File: config.mk
export PLATFORM = sky130hd
export DESIGN_NAME = core2axi4l_mo_flat
export DESIGN_NICKNAME = d
export VERILOG_FILES = /design/src/rtl/core2axi4l_mo_if.sv /design/src/rtl/core2axi4l_mo.sv /design/src/flat_wrapper.sv
export SDC_FILE = /design/constraint.sdc
export NUM_CORES = 1
export LEC_CHECK = 0
export ABC_AREA = 1
export BUFFER_PORTS_ARGS = -buffer_cell sky130_fd_sc_hd__buf_2
export CAP_MARGIN = 20
export CORE_ASPECT_RATIO = 1.2
export CORE_UTILIZATION = 30
export CTS_BUF_LIST = sky130_fd_sc_hd__clkbuf_2
export DETAILED_ROUTE_END_ITERATION = 12
export PLACE_DENSITY_LB_ADDON = 0.08
export SYNTH_ARGS = -nofsm -noshare
export SYNTH_HDL_FRONTEND = slang
export SYNTH_SLANG_ARGS = --single-unit
File: constraint.sdc
create_clock -name clk -period 3.15 [get_ports clk]
set_clock_uncertainty 0.2 [all_clocks]
set_input_delay 0.4725 -clock clk [delete_from_list [all_inputs] [get_ports clk]]
set_output_delay 0.4725 -clock clk [all_outputs]
set_load 0.02 [all_outputs]
File: src/rtl/core2axi4l_mo_if.sv
// Bus interfaces for core2axi4l_mo: Ibex-style core memory port (core_if) and
// AXI4-Lite (axi4l_if), each with master/slave modports.

interface core_if #(
  parameter int ADDR_W = 32,
  parameter int DATA_W = 32
);
  logic                  req;
  logic                  gnt;
  logic                  rvalid;
  logic                  we;
  logic [DATA_W/8-1:0]   be;
  logic [ADDR_W-1:0]     addr;
  logic [DATA_W-1:0]     wdata;
  logic [DATA_W-1:0]     rdata;
  logic                  err;

  modport master (
    output req, we, be, addr, wdata,
    input  gnt, rvalid, rdata, err
  );

  modport slave (
    input  req, we, be, addr, wdata,
    output gnt, rvalid, rdata, err
  );
endinterface

interface axi4l_if #(
  parameter int ADDR_W = 32,
  parameter int DATA_W = 32
);
  logic                  awvalid;
  logic                  awready;
  logic [ADDR_W-1:0]     awaddr;
  logic [2:0]            awprot;
  logic                  wvalid;
  logic                  wready;
  logic [DATA_W-1:0]     wdata;
  logic [DATA_W/8-1:0]   wstrb;
  logic                  bvalid;
  logic                  bready;
  logic [1:0]            bresp;
  logic                  arvalid;
  logic                  arready;
  logic [ADDR_W-1:0]     araddr;
  logic [2:0]            arprot;
  logic                  rvalid;
  logic                  rready;
  logic [DATA_W-1:0]     rdata;
  logic [1:0]            rresp;

  modport master (
    output awvalid, awaddr, awprot, wvalid, wdata, wstrb, bready,
           arvalid, araddr, arprot, rready,
    input  awready, wready, bvalid, bresp, arready, rvalid, rdata, rresp
  );

  modport slave (
    input  awvalid, awaddr, awprot, wvalid, wdata, wstrb, bready,
           arvalid, araddr, arprot, rready,
    output awready, wready, bvalid, bresp, arready, rvalid, rdata, rresp
  );
endinterface

File: src/rtl/core2axi4l_mo.sv
// Core req/gnt/rvalid to AXI4-Lite bridge with up to MAX_OUTSTANDING in-order requests.
// Optional macro CORE2AXI4L_REG_RESP_EN registers the core response path.

module core2axi4l_mo #(
  parameter int         ADDR_W          = 32,
  parameter int         DATA_W          = 32,
  parameter int         MAX_OUTSTANDING = 2,
  parameter logic [2:0] PROT            = 3'b000
) (
  input  logic       clk,
  input  logic       rst_n,
  core_if.slave      core,
  axi4l_if.master    axi
);

  localparam int                CNT_W   = $clog2(MAX_OUTSTANDING + 1);
  localparam int                BE_W    = DATA_W / 8;
  localparam logic [CNT_W-1:0]  CNT_MAX = CNT_W'(MAX_OUTSTANDING);
  localparam logic [CNT_W-1:0]  CNT_ONE = CNT_W'(1);

  logic [CNT_W-1:0]  cnt;
  logic              dir;
  logic              aw_pend;
  logic              w_pend;
  logic              ar_pend;
  logic [ADDR_W-1:0] addr_q;
  logic [BE_W-1:0]   be_q;
  logic [DATA_W-1:0] wdata_q;

  logic              issue_free;
  logic              gnt;
  logic              resp_hs;
  logic              resp_err;
  logic [DATA_W-1:0] resp_data;
  logic              unused_resp_lsb;

  // The issue slot is reusable as soon as every pending channel handshakes this cycle.
  assign issue_free = (!aw_pend || axi.awready) &&
                      (!w_pend  || axi.wready)  &&
                      (!ar_pend || axi.arready);

  // Direction lock keeps responses in request order without any reorder storage.
  assign gnt = rst_n && core.req && issue_free && (cnt < CNT_MAX) &&
               ((cnt == '0) || (core.we == dir));

  // Only the channel matching the locked direction can answer; anything with cnt==0 is spurious.
  assign resp_hs   = (cnt != '0) &&
                     (dir ? (axi.bvalid && axi.bready) : (axi.rvalid && axi.rready));
  assign resp_err  = dir ? axi.bresp[1] : axi.rresp[1];
  assign resp_data = dir ? '0 : axi.rdata;
  assign unused_resp_lsb = axi.bresp[0] ^ axi.rresp[0];

  always_ff @(posedge clk or negedge rst_n) begin
    if (!rst_n) begin
      cnt     <= '0;
      dir     <= 1'b0;
      aw_pend <= 1'b0;
      w_pend  <= 1'b0;
      ar_pend <= 1'b0;
    end else begin
      if (gnt) dir <= core.we;
      aw_pend <= (gnt &&  core.we) || (aw_pend && !axi.awready);
      w_pend  <= (gnt &&  core.we) || (w_pend  && !axi.wready);
      ar_pend <= (gnt && !core.we) || (ar_pend && !axi.arready);
      if (gnt && !resp_hs)      cnt <= cnt + CNT_ONE;
      else if (!gnt && resp_hs) cnt <= cnt - CNT_ONE;
    end
  end

  // NOTE: payload registers are qualified by the pend flags, so they need no reset.
  always_ff @(posedge clk) begin
    if (gnt) begin
      addr_q  <= core.addr;
      be_q    <= core.be;
      wdata_q <= core.wdata;
    end
  end

  assign core.gnt    = gnt;

  assign axi.awvalid = aw_pend;
  assign axi.awaddr  = addr_q;
  assign axi.awprot  = PROT;
  assign axi.wvalid  = w_pend;
  assign axi.wdata   = wdata_q;
  assign axi.wstrb   = be_q;
  assign axi.arvalid = ar_pend;
  assign axi.araddr  = addr_q;
  assign axi.arprot  = PROT;
  assign axi.bready  = 1'b1;
  assign axi.rready  = 1'b1;

`ifdef CORE2AXI4L_REG_RESP_EN
  logic              rvalid_q;
  logic              err_q;
  logic [DATA_W-1:0] rdata_q;

  always_ff @(posedge clk or negedge rst_n) begin
    if (!rst_n) begin
      rvalid_q <= 1'b0;
      err_q    <= 1'b0;
      rdata_q  <= '0;
    end else begin
      rvalid_q <= resp_hs;
      err_q    <= resp_hs && resp_err;
      rdata_q  <= resp_hs ? resp_data : '0;
    end
  end

  assign core.rvalid = rvalid_q;
  assign core.err    = err_q;
  assign core.rdata  = rdata_q;
`else
  assign core.rvalid = resp_hs;
  assign core.err    = resp_hs && resp_err;
  assign core.rdata  = resp_hs ? resp_data : '0;
`endif

endmodule

File: src/flat_wrapper.sv
// flat-port wrapper written by rule: the top's interface ports become plain ports
module core2axi4l_mo_flat 
#(
  parameter int         ADDR_W          = 32,
  parameter int         DATA_W          = 32,
  parameter int         MAX_OUTSTANDING = 2,
  parameter logic [2:0] PROT            = 3'b000
)
  (clk, rst_n, core_req, core_we, core_be, core_addr, core_wdata, core_gnt, core_rvalid, core_rdata, core_err, axi_awvalid, axi_awaddr, axi_awprot, axi_wvalid, axi_wdata, axi_wstrb, axi_bready, axi_arvalid, axi_araddr, axi_arprot, axi_rready, axi_awready, axi_wready, axi_bvalid, axi_bresp, axi_arready, axi_rvalid, axi_rdata, axi_rresp);
  core_if #(.ADDR_W(ADDR_W), .DATA_W(DATA_W)) core_i ();
  axi4l_if #(.ADDR_W(ADDR_W), .DATA_W(DATA_W)) axi_i ();
  input  logic clk;
  input  logic rst_n;
  input wire logic [$bits(core_i.req)-1:0] core_req;
  input wire logic [$bits(core_i.we)-1:0] core_we;
  input wire logic [$bits(core_i.be)-1:0] core_be;
  input wire logic [$bits(core_i.addr)-1:0] core_addr;
  input wire logic [$bits(core_i.wdata)-1:0] core_wdata;
  output wire logic [$bits(core_i.gnt)-1:0] core_gnt;
  output wire logic [$bits(core_i.rvalid)-1:0] core_rvalid;
  output wire logic [$bits(core_i.rdata)-1:0] core_rdata;
  output wire logic [$bits(core_i.err)-1:0] core_err;
  output wire logic [$bits(axi_i.awvalid)-1:0] axi_awvalid;
  output wire logic [$bits(axi_i.awaddr)-1:0] axi_awaddr;
  output wire logic [$bits(axi_i.awprot)-1:0] axi_awprot;
  output wire logic [$bits(axi_i.wvalid)-1:0] axi_wvalid;
  output wire logic [$bits(axi_i.wdata)-1:0] axi_wdata;
  output wire logic [$bits(axi_i.wstrb)-1:0] axi_wstrb;
  output wire logic [$bits(axi_i.bready)-1:0] axi_bready;
  output wire logic [$bits(axi_i.arvalid)-1:0] axi_arvalid;
  output wire logic [$bits(axi_i.araddr)-1:0] axi_araddr;
  output wire logic [$bits(axi_i.arprot)-1:0] axi_arprot;
  output wire logic [$bits(axi_i.rready)-1:0] axi_rready;
  input wire logic [$bits(axi_i.awready)-1:0] axi_awready;
  input wire logic [$bits(axi_i.wready)-1:0] axi_wready;
  input wire logic [$bits(axi_i.bvalid)-1:0] axi_bvalid;
  input wire logic [$bits(axi_i.bresp)-1:0] axi_bresp;
  input wire logic [$bits(axi_i.arready)-1:0] axi_arready;
  input wire logic [$bits(axi_i.rvalid)-1:0] axi_rvalid;
  input wire logic [$bits(axi_i.rdata)-1:0] axi_rdata;
  input wire logic [$bits(axi_i.rresp)-1:0] axi_rresp;
  assign core_i.req = core_req;
  assign core_i.we = core_we;
  assign core_i.be = core_be;
  assign core_i.addr = core_addr;
  assign core_i.wdata = core_wdata;
  assign core_gnt = core_i.gnt;
  assign core_rvalid = core_i.rvalid;
  assign core_rdata = core_i.rdata;
  assign core_err = core_i.err;
  assign axi_awvalid = axi_i.awvalid;
  assign axi_awaddr = axi_i.awaddr;
  assign axi_awprot = axi_i.awprot;
  assign axi_wvalid = axi_i.wvalid;
  assign axi_wdata = axi_i.wdata;
  assign axi_wstrb = axi_i.wstrb;
  assign axi_bready = axi_i.bready;
  assign axi_arvalid = axi_i.arvalid;
  assign axi_araddr = axi_i.araddr;
  assign axi_arprot = axi_i.arprot;
  assign axi_rready = axi_i.rready;
  assign axi_i.awready = axi_awready;
  assign axi_i.wready = axi_wready;
  assign axi_i.bvalid = axi_bvalid;
  assign axi_i.bresp = axi_bresp;
  assign axi_i.arready = axi_arready;
  assign axi_i.rvalid = axi_rvalid;
  assign axi_i.rdata = axi_rdata;
  assign axi_i.rresp = axi_rresp;
  core2axi4l_mo #(.ADDR_W(ADDR_W), .DATA_W(DATA_W), .MAX_OUTSTANDING(MAX_OUTSTANDING), .PROT(PROT)) u_core (.clk(clk), .rst_n(rst_n), .core(core_i), .axi(axi_i));
endmodule
-- Word level (Yosys, flattened, before mapping)
Index checks and enable logic that the tools add are counted.
- add/subtract/negate cells: 2
- magnitude comparators: 1
- equality and inequality tests: 1
- multiplexer cells: 6
- reduce and logical (&&, ||, !) cells: 34
- operator list (operator ; count):
    32-bit two-way mux ; 2
    1-bit logical AND ; 15
    1-bit zero test ; 9
    1-bit logical OR ; 7
    2-bit two-way mux ; 2
    2-bit nonzero test ; 2
    2-bit by 1-bit adder with 2-bit output (second input constant) ; 1
    2-bit zero test ; 1
    2-bit less-than comparator (second input constant) ; 1
    1-bit two-way mux ; 2
    2-bit by 1-bit subtractor with 2-bit output (second input constant) ; 1
    1-bit equality test ; 1
- bits in registers: 74
- input port bits: 113
- output and inout port bits: 146

-- Depth between registers and ports, before layout
Gate-level depths: netlist of run 1.
- depth in word-level cells: 11
- gate-level depth with buffers: 11

-- Worst setup path after synthesis of run 1
Ideal clock, no wire load.
- path kind: register -> output
- start point: register u_core.w_pend (netlist: u_core.axi.wvalid)
- end point: output core_gnt
- arrival time: 2.215 ns
- path slack: 0.263 ns
- stages on the path, launching flop included: 6
- path buffers: 0
- path through: dfrtp_1 -> inv_1 -> nor2_1 -> nor2_1 -> nand3_2 -> inv_1
- longest elaborated chain between the ends: 7
- RTL lines (element ; RTL line ; text):
    from (decl) ; core2axi4l_mo.sv:24 ; logic w_pend;
    from (signal assigned) ; core2axi4l_mo.sv:63 ; w_pend <= (gnt && core.we) || (w_pend && !axi.wready);
    1-bit zero test ; core2axi4l_mo.sv:39 ; (!w_pend || axi.wready) &&
    1-bit logical OR ; core2axi4l_mo.sv:39 ;
    1-bit logical AND ; core2axi4l_mo.sv:38 ; assign issue_free = (!aw_pend || axi.awready) &&
    1-bit logical AND ; core2axi4l_mo.sv:39 ;
    1-bit logical AND (3 in series) ; core2axi4l_mo.sv:43 ; assign gnt = rst_n && core.req && issue_free && (cnt < CNT_MAX) &&
    to (decl) ; flat_wrapper.sv:19 ; output wire logic [$bits(core_i.gnt)-1:0] core_gnt;
No other way between the ends.

-- Worst setup path after layout of run 1
- start point: input rst_n
- end point: output core_gnt
- longest elaborated chain between the ends: 4
- RTL lines (element ; RTL line ; text):
    from (decl) ; flat_wrapper.sv:13 ; input logic rst_n;
    1-bit logical AND (4 in series) ; core2axi4l_mo.sv:43 ;
No other way between the ends.

==> out/qor.yml, run 1 <==
p_sw_share_pct: 37.93
numPortBuffers: 248
critPathLaunchType: "primary input"
finalMaxSlewViolations: 0
postSynthCellCount: 230
cpPeakStageDelay_ns: 0.52
gp_congestion: 0.7354
critPathBufInv: 4
cts_setup_buffers: 0
synth.cell_area_um2: 3089
cts-root-buf: "clkbuf_2"
finalSetupTns_ns: 0
fill_cells: 939
setup_viol: 0
fin_util_pct: 50.19
initial_utilization_pct: 30.86
cp_common_cell: "buf_2"
cap_violations: 0
pwr-share-seq_pct: 43.7
synth_cell_type_count: 20
path_cells: "dlygate4sd3_1 > buf_2 > nand3_1 > nor2_1 > nand3_2 > inv_2 > buf_2"
core-area_um2: 10010
synth-xor-area-share_pct: 0.5670
wl_per_cell_um: 11.46
drt_iter0_drc: 40
crit_family: "buffers and inverters"
layout.nets: 640
clk_latency_ns: 0.47
powerDensity_nw_per_um2: 572.6
outcome: "finished, final reports clean"
pwr-share-clk_pct: 16.3
die_area_um2: 10710
ant_nets: 0
ys_ff_latch: 74
critPathCaptureType: "output pin"
die_height_um: 113.2
critical_path_class: "in2out"
hpwl_um: 5552
grt_usage_pct: 13.81
grt_pass1_vias: 2440
rsz0062_at_grt: "false"
hold-worst-slack_ns: 0.09013
synth_warnings: 0
cts_buffers: 9
irDropWorstVdd_v: 0.0004944
vias_per_cell: 3.861
drc_errors: 0
final_common_cell: "buf_2"
synth.avg_cell_area_um2: 13.43
antenna_found_initial: 1
arrival_ns: 2.12
crit_required_ns: 2.48
worst_slack_ns: 0.3579
synth_top_family_by_area: "buffers and inverters"
min_period_over_period_pct: 88.64
p_switching_uw: 1091
crit_path_max_fanout: 17
drive_gt1_share_pct: 56.42
dpl_worst_slack_ns: 0.8345
cp_slowest_cell: "dlygate4sd3_1"
grt_pass1_wl_um: 10900
vias: 2537
synth_compound_area_share_pct: 0.6480
htreeDepth: 3
min_period_ns: 2.792
leakagePower_uw: 0.002519
wl_um: 7529
hp-start: "core_we"
ctsResizeCount: 0
p_comb_share_pct: 39.9
clk_pin_slew_ns: 0.18
grt_overflow: 0
grt_max_degree: 34
ios: 259
rows: 40
timing.rr.start: "u_core.dir"
min_path_type: "in2reg"
ys_seq_area_share_pct: 70.96
clockBufferDepth: 2
internal_power_uw: 1785
cts_tree: "yes"
syn_to_final_growth_pct: 62.62
synthAdderAreaFrac_pct: 0.4050
finalHoldViolations: 0
yosys.area_share.simple_pct: 10.69
total_power_uw: 2876
synth_mux_area_share_pct: 0.3240
timing.fmax_mhz: 358.2
die_w_um: 94.64
cts.sinks: 74
final_cell_mix: "buf_2, dlygate4sd3_1, edfxtp_1"
first_pass_iters: 4
cp-startpoint: "rst_n"
-- area by class of cell --
| cell class | count | area (um^2) | share of cell area [%] |
|---|---|---|---|
| Inverter | 44 | 165.2 | 3.288 |
| Clock buffer | 10 | 50.05 | 0.9963 |
| Clock inverter | 5 | 46.29 | 0.9215 |
| Timing Repair Buffer | 322 | 1989 | 39.60 |
| Multi-Input combinational cell | 75 | 420.4 | 8.369 |
| Tap cell | 126 | 157.7 | 3.138 |
| Sequential cell | 74 | 2192 | 43.64 |
| Antenna cell | 1 | 2.502 | 0.04981 |
-- synthesized netlist by cell type --
cell | instances | area, um^2
nand3_2 | 2 | 20.02
nand2_1 | 15 | 56.30
inv_2 | 1 | 3.750
nor2_2 | 30 | 187.7
o21ai_1 | 1 | 5.000
ha_1 | 1 | 12.51
dfrtp_1 | 6 | 150.1
o21a_4 | 1 | 15.01
nand3_1 | 3 | 15.01
buf_6 | 3 | 33.78
nand2_2 | 1 | 6.260
mux2i_1 | 1 | 10.01
buf_4 | 40 | 300.3
conb_1 | 2 | 7.510
nand2_4 | 1 | 11.26
edfxtp_1 | 68 | 2042
nor2_1 | 9 | 33.78
inv_1 | 43 | 161.4
xor2_1 | 1 | 8.760
xnor2_1 | 1 | 8.760
-- metal layers --
| metal | track usage, % | share of wire [%] | vias up |
|---|---|---|---|
| met4 | 7.475 | 2.0 | 0 |
| met1 | 12.75 | 35 | 1099 |
| met3 | 3.696 | 8.4 | 13 |
| li1 | - | - | 1272 |
| met2 | 26.57 | 54 | 153 |
| met5 | 0 | 0 | - |
-- sequential cells by signal, summed over array words and instances (netlist names) --
name                cells
u_core.axi.araddr      32
u_core.axi.wdata       32
u_core.axi.wstrb        4
u_core.cnt              2
u_core.axi.arvalid      1
u_core.axi.awvalid      1
u_core.axi.wvalid       1
u_core.dir              1
-- kinds of logic after synthesis --
logic type	after synthesis
and+or+nand+nor	61
DFF	74
muxes	1
xor gates and xnor gates	2
buffers and inverters	87
other	2
AOI/OAI and AO/OA	2
adders and majority gates	1
-- tightest hold or removal path, stage by stage --
cell     delay, ns
buf_2         0.10
inv_1         0.05
nand3_1       0.08
nand2_1       0.04
-- power by group through the flow --
stage	registers (uW)	clock network (uW)	logic, uW
final	1260	469	1150
after global routing	1270	534	1250
after CTS	1260	501	1170
after detailed placement	1280	0	1090
after global placement	1280	0	1090
after floorplan	1400	0	700
-- per-stage QoR --
stage	instances	cell area, um^2
2_1_floorplan	236	3112
3_3_place_gp	569	4204
3_5_place_dp	569	4204
4_1_cts	656	5021
5_1_grt	657	5024
6_report	657	5024
-- path summary, 6_finish.rpt --
kind | to | slack [ns] | cells past startpoint
max in group asynchronous | u_core.axi.wvalid | 2.44 | 2
worst max-delay path | core_gnt | 0.36 | 7
min in group asynchronous | u_core.axi.awvalid | 0.14 | 2
worst max register to register | u_core.axi.araddr[1] | 1.09 | 6
worst min register to register | u_core.cnt[0] | 0.29 | 1
worst min-delay path | u_core.axi.arvalid | 0.09 | 4
-- repair_timing --
item | CTS | global route
endpoints found under the hold margin | 77 | 0
endpoints found under the setup margin | 0 | 0
hold buffers | 72 | 0
No activity file was read; power rests on OpenSTA's default activity.
==> run 2, diff against run 1 <==
--- a/config.mk
+++ b/config.mk
@@ -13,6 +13,7 @@
 export CTS_BUF_LIST = sky130_fd_sc_hd__clkbuf_2
 export DETAILED_ROUTE_END_ITERATION = 12
 export PLACE_DENSITY_LB_ADDON = 0.08
+export RECOVER_POWER = 50
 export SYNTH_ARGS = -nofsm -noshare
 export SYNTH_HDL_FRONTEND = slang
 export SYNTH_SLANG_ARGS = --single-unit
==> run 2 against run 1 <==
Setup slack improved by 0.0034 ns. Register-to-register slack barely moved. Design area fell by 1.7%. Sequential power barely moved. Cell count did not move. Maximum frequency rose by 0.12%. Combinational power barely moved. Sequential share of layout area rose by 0.74 points. Via count barely moved.
==> out/qor.yml, run 2 (synthesis results as in run 1) <==
outcome: "finished, final reports clean"
finalSetupTns_ns: 0  # unchanged
crit_cells: 7  # unchanged
initial_utilization_pct: 30.86  # unchanged
drt_iter0_drc: 33  # -18%
finalHoldViolations: 0  # unchanged
r2r_setup_slack_ns: 1.09  # about the same
rr_endpoint: "u_core.axi.araddr[1]"
grt_overflow: 0  # unchanged
cp_slowest_cell: "dlygate4sd3_1"
crit_path_max_fanout: 17  # unchanged
hp-start: "core_we"
die_area_um2: 10710  # unchanged
grt_pass1_wl_um: 10900  # unchanged
hpwl_um: 5552  # unchanged
ant_nets: 0  # unchanged
cp_common_cell: "buf_2"
setup_viol: 0  # unchanged
timing.fmax_mhz: 358.6  # +0.12%
rows: 40  # unchanged
gp_congestion: 0.7354  # unchanged
die_w_um: 94.64  # unchanged
cts-root-buf: "clkbuf_2"
drive_gt1_share_pct: 43.77  # -13 points
grt_usage_pct: 13.81  # unchanged
wl_um: 7607  # +1.0%
cts.sinks: 74  # unchanged
hold_path_depth: 4  # unchanged
vias: 2536  # -0.039%
rsz0062_at_grt: "false"
grt_max_degree: 34  # unchanged
leakagePower_uw: 0.002333  # -7.4%
layout.nets: 640  # unchanged
min_period_over_period_pct: 88.53  # -0.11 points
arrival_ns: 2.12  # about the same
wl_per_cell_um: 11.58  # +1.0%
die_height_um: 113.2  # unchanged
timing.rr.start: "u_core.dir"
dpl_worst_slack_ns: 0.8345  # unchanged
finalMaxSlewViolations: 0  # unchanged
ff2ff_path_depth: 6  # unchanged
critical_path_class: "in2out"
final_cell_mix: "buf_2, dlygate4sd3_1, edfxtp_1"
clk_latency_ns: 0.48  # about the same
ios: 259  # unchanged
clockBufferDepth: 2  # unchanged
cts_setup_buffers: 0  # unchanged
critPathBufInv: 4  # unchanged
drc_errors: 0  # unchanged
irDropWorstVdd_v: 0.0004943  # about the same
design_area_um2: 4940  # -1.7%
cpPeakStageDelay_ns: 0.52  # about the same
critPathLaunchType: "primary input"
antenna_found_initial: 1  # unchanged
cp-startpoint: "rst_n"
fill_cells: 969  # +3.2%
grt_pass1_vias: 2440  # unchanged
htreeDepth: 3  # unchanged
crit_required_ns: 2.48  # about the same
clk_pin_slew_ns: 0.18  # about the same
setup.worst_path.end: "core_gnt"
min_path_type: "in2reg"
syn_to_final_growth_pct: 59.90
crit_family: "buffers and inverters"
worst_slack_ns: 0.3613  # +0.003392 ns
first_pass_iters: 4  # unchanged
cts_buffers: 9  # unchanged
final_common_cell: "buf_2"
critPathCaptureType: "output pin"
path_cells: "dlygate4sd3_1 > buf_2 > nand3_1 > nor2_1 > nand3_2 > inv_2 > buf_2"
min_period_ns: 2.789  # -0.003392 ns
powerDensity_nw_per_um2: 579.5  # +1.2%
vias_per_cell: 3.860  # about the same
cts_tree: "yes"
postPlaceCellArea_um2: 4204  # unchanged
cap_violations: 0  # unchanged
core-area_um2: 10010  # unchanged
numPortBuffers: 248  # unchanged
-- run 2: cell types whose count changed in the layout (fill, tap and decap cells not counted) --
cell	before	now
buf_2	248	181
clkbuf_1	0	67
-- run 2: timing repair --
action / 4_1_cts / 5_1_grt
hold buffers: 72 / 0
resized for setup: 0 / 0
endpoints found under the hold margin: 77 / 0
-- run 2: power breakdown --
group | switching, uW | internal, uW
Clock | 299 | 174
Combinational | 749 | 380
Sequential | 50.2 | 1210
Total | 1100 | 1760
-- run 2: worst min-delay path by stage --
stage / to / slack [ns]
after detailed placement: u_core.cnt[0] / 0.13
after global routing: u_core.axi.arvalid / 0.04
final: u_core.axi.arvalid / 0.08
after CTS: u_core.axi.arvalid / 0.02
after floorplan: u_core.axi.arvalid / -0.02
after global placement: u_core.cnt[0] / 0.12
-- run 2: routing by layer --
layer / vias up / GRT usage (%) / routed length, um
li1: 1269 / - / -
met1: 1098 / 12.75 / 2644
met2: 154 / 26.57 / 4129
met3: 15 / 3.696 / 663
met4: 0 / 7.475 / 169
met5: - / 0 / 0
-- run 2: area by class of cell --
cell class / instances / area (um^2) / area share, %
multi-input cells: 75 / 420.4 / 8.511
well taps: 126 / 157.7 / 3.191
repair buffers: 322 / 1906 / 38.58
diodes: 1 / 2.502 / 0.05066
clock inverters: 5 / 46.29 / 0.9372
flip-flops and latches: 74 / 2192 / 44.38
clock buffers: 10 / 50.05 / 1.013
inverters: 44 / 165.2 / 3.343
-- run 2: stage by stage --
step	power (uW)	util, %	hold slack [ns]	instances
2_1_floorplan	2097	-	-0.02309	236
3_3_place_gp	2366	42.00	0.1184	569
3_5_place_dp	2373	42.00	0.1281	569
4_1_cts	2927	50.16	0.01671	656
5_1_grt	3044	49.35	0.04500	657
6_report	2863	49.35	0.07893	657
-- run 2: worst register-to-register path, delay by kind of cell, from the launching register on --
family | cells | cell delay (ns)
buffers and inverters | 3 | 0.81
flip-flops | 1 | 0.49
AND/OR/NAND/NOR | 3 | 0.25
==> run 3, diff against run 2 <==
--- a/config.mk
+++ b/config.mk
@@ -5,7 +5,6 @@
 export SDC_FILE = /design/constraint.sdc
 export NUM_CORES = 1
 export LEC_CHECK = 0
-export ABC_AREA = 1
 export BUFFER_PORTS_ARGS = -buffer_cell sky130_fd_sc_hd__buf_2
 export CAP_MARGIN = 20
 export CORE_ASPECT_RATIO = 1.2
==> run 3 against run 2 <==
Critical path type unchanged. Register-to-register slack got worse by 0.14 ns. Wire length fell by 0.50%. Critical endpoint unchanged. Combinational power fell by 17%. Total power fell by 7.9%. Die area fell by 5.0%. Design area fell by 3.9%. Critical path depth fell by 1. Sequential power barely moved. Count of clock-buffer cells in the layout rose by 1. Cell count fell by 8.5%. Sequential cell count did not move.
==> out/qor.yml, run 3 <==
outcome: "finished, final reports clean"
cts_tree: "yes"
final_common_cell: "buf_2"
grt_pass1_wl_um: 10770  # -1.2%
crit_required_ns: 2.48  # about the same
synth_cell_type_count: 21  # +5.0%
die_w_um: 92.26  # -2.5%
hpwl_um: 5479  # -1.3%
synth_area_leaders: "edfxtp_1, buf_4, and2_1, dfrtp_1, nor2b_4"
timing.fmax_mhz: 337.7  # -5.8%
antenna_found_initial: 0  # -1
grt_pass1_vias: 2294  # -6.0%
synth.cell_area_um2: 2933  # -5.1%
wl_um: 7569  # -0.50%
yosysMostFrequentCell: "edfxtp_1"
cts.sinks: 74  # unchanged
final_cell_mix: "buf_2, dlygate4sd3_1, edfxtp_1"
met2_wirelength_um: 4318  # +4.6%
ctsResizeCount: 0  # unchanged
wl_per_cell_um: 12.59  # +8.8%
async_flop_share_pct: 8.108  # unchanged
arrival_ns: 2.29  # +0.17 ns
grt_usage_pct: 14.35  # +0.53 points
synth_edf_count: 68  # unchanged
finalSetupTns_ns: 0  # unchanged
cp-startpoint: "rst_n"
clk_pin_slew_ns: 0.19  # about the same
cpPeakStageDelay_ns: 0.53  # about the same
gp_congestion: 0.7742  # +5.3%
yosys.area.top_type_share_pct: 69.62  # +3.5 points
die_height_um: 110.3  # -2.5%
clockBufferDepth: 2  # unchanged
cp_slowest_cell: "dlygate4sd3_1"
worst_slack_ns: 0.1887  # -0.1727 ns
drt_iter0_drc: 65  # +97%
finalMaxSlewViolations: 0  # unchanged
irDropWorstVdd_v: 0.0002238  # -55%
initial_utilization_pct: 30.82  # -0.041 points
crit_path_max_fanout: 14  # -3
min_period_ns: 2.961  # +0.1727 ns
drc_errors: 0  # unchanged
dpl_worst_slack_ns: 0.7183  # -0.1163 ns
drive_gt1_share_pct: 42.26  # -1.5 points
synth_warnings: 0  # unchanged
leakagePower_uw: 0.002127  # -8.8%
cts-root-buf: "clkbuf_2"
core-area_um2: 9515  # -4.9%
cp_common_cell: "buf_2"
die_area_um2: 10180  # -5.0%
ff2ff_path_depth: 4  # -2
ant_nets: 0  # unchanged
yosysTopAreaCell: "edfxtp_1"
powerDensity_nw_per_um2: 555.2  # -4.2%
r2r_setup_slack_ns: 0.95  # -0.14 ns
first_pass_iters: 4  # unchanged
syn_to_final_growth_pct: 61.90
clk_latency_ns: 0.49  # about the same
routed-wl-met3_um: 630  # -5.0%
rr_endpoint: "u_core.axi.araddr[2]"
synth.avg_cell_area_um2: 16.29  # +21%
vias: 2406  # -5.1%
ys_seq_area_share_pct: 74.74  # +3.8 points
ys_ff_latch: 74  # unchanged
postSynthCellCount: 180  # -22%
grt_overflow: 0  # unchanged
cts_hold_buf: 69  # -4.2%
cap_violations: 0  # unchanged
setup.worst_path.end: "core_gnt"
wl_met1_um: 2475  # -6.4%
min_period_over_period_pct: 94.01  # +5.5 points
min_path_type: "in2reg"
setup_viol: 0  # unchanged
ys.flop_type: "edfxtp_1"
critical_path_class: "in2out"
timing.rr.start: "u_core.axi.wvalid"
cts_buffers: 9  # unchanged
layout.nets: 587  # -8.3%
top_layer_used: "met4"
finalHoldViolations: 0  # unchanged
critPathLaunchType: "primary input"
diodes: 0  # -1
rsz0062_at_grt: "false"
synth.top_cells.by_count: "edfxtp_1, buf_4, and2_1"
grt_max_degree: 57  # +68%
cts_setup_buffers: 0  # unchanged
htreeDepth: 3  # unchanged
critPathCaptureType: "output pin"
path_cells: "dlygate4sd3_1 > buf_2 > nand2_1 > nor4_4 > and2_2 > buf_2"
ios: 259  # unchanged
rows: 39  # -2.5%
numPortBuffers: 248  # unchanged
vias_per_cell: 4.003  # +3.7%
[run 3: layout make-up]
class                   count  area [um^2]
repair buffers            319         1877
well taps                 123        153.9
fillers                   901         4767
inverters                   2        7.507
multi-input cells          67        441.7
clock buffers              11        55.05
clock inverters             5        21.27
flip-flops and latches     74         2192
[run 3: worst min-delay path by stage]
stage                              end  slack, ns  depth (start not counted)        from
global route         u_core.axi.wvalid      0.002                          3  axi_wready
detailed placement  u_core.axi.arvalid       0.12                          1       rst_n
CTS                  u_core.axi.wvalid     0.0002                          3  axi_wready
global placement    u_core.axi.arvalid       0.12                          1       rst_n
finish                      u_core.dir       0.07                          2     core_we
floorplan           u_core.axi.arvalid      -0.02                          0       rst_n
[run 3: metrics by stage]
stage / hold slack [ns] / cells / utilization, % / total power, uW / area [um^2]
floorplan: -0.02309 / 186 / - / 1934 / 2957
global placement: 0.1163 / 516 / 42.71 / 2216 / 4064
detailed placement: 0.1166 / 516 / 42.71 / 2221 / 4064
CTS: 0.0001893 / 601 / 50.77 / 2702 / 4831
global route: 0.001765 / 601 / 49.90 / 2793 / 4748
finish: 0.06505 / 601 / 49.90 / 2636 / 4748
[run 3: worst max-delay path, delay by kind of cell]
family | cells | cell delay [ns]
buffers and inverters | 3 | 0.99
and+or+nand+nor | 3 | 0.82
[run 3: logic make-up after synthesis]
family                     synth area share, %
AOI/OAI and AO/OA                       0.6823
xor gates and xnor gates                 1.195
DFF                                      74.74
buffers and inverters                    11.01
other                                   0.2561
and+or+nand+nor                          10.84
adders and majority gates               0.4266
muxes                                   0.8531
[run 3: report_power, final]
part	switching [uW]	leakage (uW)	total, uW	internal (uW)
clock	302	0.0000582	403	101
combinational	585	0.00137	940	355
sequential	64.4	0.000696	1290	1230
[run 3: routing by layer]
metal | track usage (%) | vias up
met5 | 0 | -
met4 | 7.031 | 0
li1 | - | 1152
met1 | 13.48 | 1078
met3 | 3.567 | 13
met2 | 28.73 | 163
